--- config.mk ---
export PLATFORM = sky130hd
export DESIGN_NAME = regfile_mp_flat
export DESIGN_NICKNAME = d
export VERILOG_FILES = /design/src/rtl/regfile_mp_if.sv /design/src/rtl/regfile_mp.sv /design/src/flat_wrapper.sv
export SDC_FILE = /design/constraint.sdc
export NUM_CORES = 2
export LEC_CHECK = 0
export ABC_AREA = 0
export BUFFER_PORTS_ARGS = -buffer_cell sky130_fd_sc_hd__buf_2
export CAP_MARGIN = 20
export CORE_ASPECT_RATIO = 1.2
export CORE_MARGIN = 3
export CORE_UTILIZATION = 40
export DETAILED_ROUTE_END_ITERATION = 10
export GPL_TIMING_DRIVEN = 1
export PLACE_DENSITY = 0.55
export SYNTH_ARGS = -nofsm -noshare
export SYNTH_HDL_FRONTEND = slang
export SYNTH_SLANG_ARGS = --single-unit
--- constraint.sdc ---
create_clock -name i_clk -period 2.82 [get_ports i_clk]
set_input_delay 0.564 -clock i_clk [delete_from_list [all_inputs] [get_ports i_clk]]
set_output_delay 0.564 -clock i_clk [all_outputs]
set_load 0.05 [all_outputs]
--- src/rtl/regfile_mp_if.sv ---
// regfile_mp_if: issue/writeback bus of the multi-port register file.
interface regfile_mp_if #(
   parameter int ADDR_SIZE = 5,
   parameter int XLEN      = 64,
   parameter int NUM_READ  = 2,
   parameter int NUM_WRITE = 1
);
   logic [NUM_WRITE-1:0]                write_enable;
   logic [NUM_WRITE-1:0][ADDR_SIZE-1:0] write_addr;
   logic [NUM_WRITE-1:0][XLEN-1:0]      write_data;
   logic [NUM_READ-1:0]                 read_enable;
   logic [NUM_READ-1:0][ADDR_SIZE-1:0]  read_addr;
   logic [NUM_READ-1:0][XLEN-1:0]       read_data;
   logic [NUM_READ-1:0]                 read_busy;
   logic                                reserve_enable;
   logic [ADDR_SIZE-1:0]                reserve_addr;
   logic                                flush;
   logic [2**ADDR_SIZE-1:0]             busy_vec;
   modport master (
      output write_enable, write_addr, write_data, read_enable, read_addr,
             reserve_enable, reserve_addr, flush,
      input  read_data, read_busy, busy_vec
   );
   modport slave (
      input  write_enable, write_addr, write_data, read_enable, read_addr,
             reserve_enable, reserve_addr, flush,
      output read_data, read_busy, busy_vec
   );
endinterface

--- src/rtl/regfile_mp.sv ---
// regfile_mp: multi-port register file with busy scoreboard, x0 hardwired to zero.
// Define REGFILE_BYPASS_EN for same-cycle write-to-read forwarding.
module regfile_mp #(
   parameter int ADDR_SIZE = 5,
   parameter int XLEN      = 64,
   parameter int NUM_READ  = 2,
   parameter int NUM_WRITE = 1
) (
   input logic          i_clk,
   input logic          i_rst_n,
   regfile_mp_if.slave  bus
);
   localparam int NUM_REGISTERS = 2**ADDR_SIZE;
   if (NUM_READ < 1 || NUM_READ > 4 || NUM_WRITE < 1 || NUM_WRITE > 2 || ADDR_SIZE < 1 || XLEN < 1) begin : g_bad_cfg
      $error("regfile_mp: parameter out of range");
   end
   logic [XLEN-1:0]          w_regs [NUM_REGISTERS];
   logic [NUM_REGISTERS-1:0] r_busy;
   logic [NUM_REGISTERS-1:0] w_busy_nxt;
   // flush beats reserve, reserve beats writeback clear
   always_comb begin
      w_busy_nxt = r_busy;
      for (int i = 0; i < NUM_WRITE; i++)
         if (bus.write_enable[i]) w_busy_nxt[bus.write_addr[i]] = 1'b0;
      if (bus.reserve_enable) w_busy_nxt[bus.reserve_addr] = 1'b1;
      if (bus.flush) w_busy_nxt = '0;
      w_busy_nxt[0] = 1'b0;
   end
   always_ff @(posedge i_clk or negedge i_rst_n)
      if (!i_rst_n) r_busy <= '0;
      else r_busy <= w_busy_nxt;
   assign bus.busy_vec = r_busy;
   for (genvar k = 0; k < NUM_REGISTERS; k++) begin : g_reg
      if (k == 0) begin : g_zero
         assign w_regs[k] = '0;
      end else begin : g_data
         logic            r_reg;
         logic [XLEN-1:0] r_val;
         logic            w_we;
         logic [XLEN-1:0] w_wd;
         // later port overrides earlier one on an address collision
         always_comb begin
            w_we = 1'b0;
            w_wd = r_val;
            for (int i = 0; i < NUM_WRITE; i++)
               if (bus.write_enable[i] && bus.write_addr[i] == ADDR_SIZE'(k)) begin
                  w_we = 1'b1;
                  w_wd = bus.write_data[i];
               end
         end
         always_ff @(posedge i_clk or negedge i_rst_n)
            if (!i_rst_n) r_val <= '0;
            else if (w_we) r_val <= w_wd;
         assign r_reg = 1'b0;
         assign w_regs[k] = r_val;
      end
   end
   for (genvar j = 0; j < NUM_READ; j++) begin : g_rd
      logic [XLEN-1:0] w_rd;
      logic            w_rb;
      logic            w_on;
      always_comb begin
         w_rd = w_regs[bus.read_addr[j]];
         w_rb = r_busy[bus.read_addr[j]];
`ifdef REGFILE_BYPASS_EN
         for (int i = 0; i < NUM_WRITE; i++)
            if (bus.write_enable[i] && bus.write_addr[i] == bus.read_addr[j]) begin
               w_rd = bus.write_data[i];
               w_rb = 1'b0;
            end
`else
         w_rb = w_rb;
`endif
      end
      assign w_on = i_rst_n && bus.read_enable[j] && bus.read_addr[j] != '0;
      assign bus.read_data[j] = w_on ? w_rd : '0;
      assign bus.read_busy[j] = w_on ? w_rb : 1'b0;
   end
endmodule

--- src/flat_wrapper.sv ---
// flat-port wrapper written by rule: the top's interface ports become plain ports
module regfile_mp_flat 
#(
   parameter int ADDR_SIZE = 5,
   parameter int XLEN      = 64,
   parameter int NUM_READ  = 2,
   parameter int NUM_WRITE = 1
)
  (i_clk, i_rst_n, bus_write_enable, bus_write_addr, bus_write_data, bus_read_enable, bus_read_addr, bus_reserve_enable, bus_reserve_addr, bus_flush, bus_read_data, bus_read_busy, bus_busy_vec);
  regfile_mp_if #(.ADDR_SIZE(ADDR_SIZE), .XLEN(XLEN), .NUM_READ(NUM_READ), .NUM_WRITE(NUM_WRITE)) bus_i ();
  input logic i_clk;
  input logic i_rst_n;
  input wire logic [$bits(bus_i.write_enable)-1:0] bus_write_enable;
  input wire logic [$bits(bus_i.write_addr)-1:0] bus_write_addr;
  input wire logic [$bits(bus_i.write_data)-1:0] bus_write_data;
  input wire logic [$bits(bus_i.read_enable)-1:0] bus_read_enable;
  input wire logic [$bits(bus_i.read_addr)-1:0] bus_read_addr;
  input wire logic [$bits(bus_i.reserve_enable)-1:0] bus_reserve_enable;
  input wire logic [$bits(bus_i.reserve_addr)-1:0] bus_reserve_addr;
  input wire logic [$bits(bus_i.flush)-1:0] bus_flush;
  output wire logic [$bits(bus_i.read_data)-1:0] bus_read_data;
  output wire logic [$bits(bus_i.read_busy)-1:0] bus_read_busy;
  output wire logic [$bits(bus_i.busy_vec)-1:0] bus_busy_vec;
  assign bus_i.write_enable = bus_write_enable;
  assign bus_i.write_addr = bus_write_addr;
  assign bus_i.write_data = bus_write_data;
  assign bus_i.read_enable = bus_read_enable;
  assign bus_i.read_addr = bus_read_addr;
  assign bus_i.reserve_enable = bus_reserve_enable;
  assign bus_i.reserve_addr = bus_reserve_addr;
  assign bus_i.flush = bus_flush;
  assign bus_read_data = bus_i.read_data;
  assign bus_read_busy = bus_i.read_busy;
  assign bus_busy_vec = bus_i.busy_vec;
  regfile_mp #(.ADDR_SIZE(ADDR_SIZE), .XLEN(XLEN), .NUM_READ(NUM_READ), .NUM_WRITE(NUM_WRITE)) u_core (.i_clk(i_clk), .i_rst_n(i_rst_n), .bus(bus_i));
endmodule
==> impl_metrics.ini <==
[status]
status = complete, but fails checks
violations = setup timing

[yosys]
synth_top_area_share = 0.4629
synth-edff-count = 0
post_synth_num_cell_types = 49
synth_area_leaders = dfrtp_1, mux2_2, mux4_2
async_reset_ff_frac = 1.000
ys.flop_type = dfrtp_1
synth_warnings = 0
syn_area_sq_mm = 0.1089
syn_avg_cell_area_sq_um = 13.68
syn_nets = 8054
syn-instance-count = 7963
seq_area_frac_synth = 0.4629
synth_area_leader_cell = dfrtp_1
ys_seq_elements = 2015

[placement]
port_buffers = 251
place_congestion = 0.8425
pre_cts_ws_ns = -0.8231
dp_hpwl_mm = 247.1

[setup_path]
critPathMaxStageDelay_ns = 0.46
critical_path_cell_count = 6
rrSetupSlack_ns = 1.78
critPathCaptureType = output pin
crit_family = multiplexers
arrival_ns = 2.80
cp_max_fo = 3
crit_end = bus_read_data[27]
critPathRequiredTime_ns = 2.26
r2r_cells = 4
startpoint = u_core.g_reg[13].g_data.r_val[27]
cp.buffers_inverters = 2
cp_cell_sequence = mux4_2 -> mux2_4 -> a211oi_4 -> buf_4 -> nor4_4 -> buf_12
r2r-start = u_core.bus.busy_vec[18]
r2r-end = u_core.bus.busy_vec[18]
critical_path_class = reg -> out
cp-start-kind = flop
crit_slowest_cell = mux4_2

[die]
io_pins = 253
initial_core_util = 0.4025
die_w_microns = 482.4
dieArea_sq_mm = 0.2787
core_area_sq_mm = 0.2707
die_height_microns = 577.7
rows = 209

[routing]
viasPerCell = 6.206
drt-initial-drc-count = 6907
ant_nets = 0
dr_total_vias = 76540
wl_mm = 393.5
drtPass1Iterations = 8
wl_per_cell_microns = 31.91
drc = 0

[cells_and_area]
utilization = 0.5028
nNetsFinal = 8644
final_common_cell = mux2_2
drive_gt1_frac = 0.5394
areaGrowthSynthToFinish_pct = 24.92
seq_area_sq_mm = 0.05043
multi_input_area_sq_mm = 0.05835
fillers = 22950
final_cell_mix = mux2_2, dfrtp_1, mux2i_1

[global_route]
grt_pass1_vias = 80320
grtUsageTotal = 0.2788
grt_start_max_net_pins = 185
antenna_found_initial = 23
grt_pass1_wl_mm = 573.5
grt_remaining_overflow = 0

[timing]
slew-limit-headroom = 0.1878
setup_viol = 130
hold_ws_ns = 0.05448
hold_violations = 0
finalClockSkew_ns = 0
fmax_ghz = 0.2973
report.final.slew_viol_count = 0
rsz0062_at_grt = true
min_period_over_period = 1.193
min_period_ns = 3.363
tightest_slew_ns = 1.218
fin_ws_ns = -0.5431

[clock_network]
path_clk_slew_ns = 0.06
cts_sinks = 2015
cts-root-buf = clkbuf_16
clk_path_buf_depth = 4
h-tree-depth = 4
cts_tree = built
clk_latency_ns = 0.89
cts_made_buffers = 227

[hold_path]
min_path_type = in -> async

[pwr]
p_per_area_mw_per_mm2 = 663.6
leakage_nw = 59.74
ir_worst_vdd_mv = 0.5677

[flow_run]
drv_cap = 0
layer usage:
metal,vias up,GRT usage,share of wire
met5,-,0,0.00029
met4,16,0.1131,0.046
met3,855,0.04221,0.062
met2,2920,0.4504,0.47
met1,41230,0.3764,0.42
li1,31520,-,-
sequential cells by signal, summed over array words and instances (netlist names):
register / flops
u_core.bus.busy_vec: 31
u_core.g.g_data.r_val: 1984
repair_timing:
item	in CTS	in global routing
resized for setup	315	83
pin swaps	263	49
buffers inserted	92	21
endpoints found under the setup margin	130	130
cloned	8	3
endpoints found under the hold margin	43	0
hold buffers	1	0
worst register-to-register path, stage by stage, from the launching register on:
cell	delay (ns)
dfrtp_1	0.39
buf_6	0.12
buf_4	0.16
a22oi_1	0.17
nor2_1	0.06
Yosys cell counts (41+ instances only):
| library cell | instances |
|---|---|
| nor3_1 | 225 |
| mux2i_1 | 655 |
| buf_6 | 41 |
| o22ai_1 | 284 |
| clkbuf_1 | 408 |
| mux4_2 | 605 |
| nor2b_1 | 98 |
| buf_2 | 297 |
| nor2_1 | 65 |
| nand2_1 | 457 |
| a221oi_1 | 128 |
| buf_4 | 97 |
| mux2_2 | 2119 |
| a21oi_1 | 92 |
| nor4_1 | 66 |
| dfrtp_1 | 2015 |
| a211oi_1 | 91 |
cell type report:
class	instances	area share
Multi-Input combinational cell	5085	0.4288
Clock buffer	343	0.04987
Sequential cell	2015	0.3706
Tap cell	3587	0.03298
Clock inverter	68	0.006501
Timing Repair Buffer	1223	0.1110
Inverter	1	0.00002758
Antenna cell	11	0.0002023
power breakdown:
| part | leakage (nW) | switching (mW) | internal, mW | total, mW |
|---|---|---|---|---|
| clock | 3.80 | 12.7 | 18.1 | 30.8 |
| sequential | 25.8 | 4.17 | 34.5 | 38.7 |
| combinational | 30.1 | 8.83 | 12.0 | 20.8 |
| total | 59.7 | 25.7 | 64.6 | 90.3 |
how the worst min path moves through the flow:
stage	startpoint	to	slack (ns)
floorplan	i_rst_n	u_core.bus.busy_vec[10]	0.27
global placement	u_core.g_reg[13].g_data.r_val[16]	u_core.g_reg[13].g_data.r_val[16]	0.47
detailed placement	u_core.g_reg[14].g_data.r_val[43]	u_core.g_reg[14].g_data.r_val[43]	0.48
CTS	i_rst_n	u_core.g_reg[7].g_data.r_val[1]	0.04
global route	i_rst_n	u_core.g_reg[21].g_data.r_val[61]	0.07
finish	i_rst_n	u_core.g_reg[21].g_data.r_val[61]	0.05
logic make-up after synthesis:
logic type	Yosys count	share of synthesized area
AND/OR/NAND/NOR	968	0.04135
buffers and inverters	863	0.03973
flip-flops	2015	0.4629
multiplexers	3422	0.4104
AO/OA/AOI/OAI	694	0.04558
other	1	0.00003443
metrics by stage:
step,setup TNS (ns),power [mW],area [sq um],instances
2_1_floorplan,-1.550,51.89,111900,7963
3_3_place_gp,-61.32,57.91,125500,11820
3_5_place_dp,-62.46,58.73,125500,11820
4_1_cts,-54.34,90.55,135400,12300
5_1_grt,-58.36,94.09,136100,12330
6_report,-48.01,90.30,136100,12330
Power figures use the tool's default switching activity.
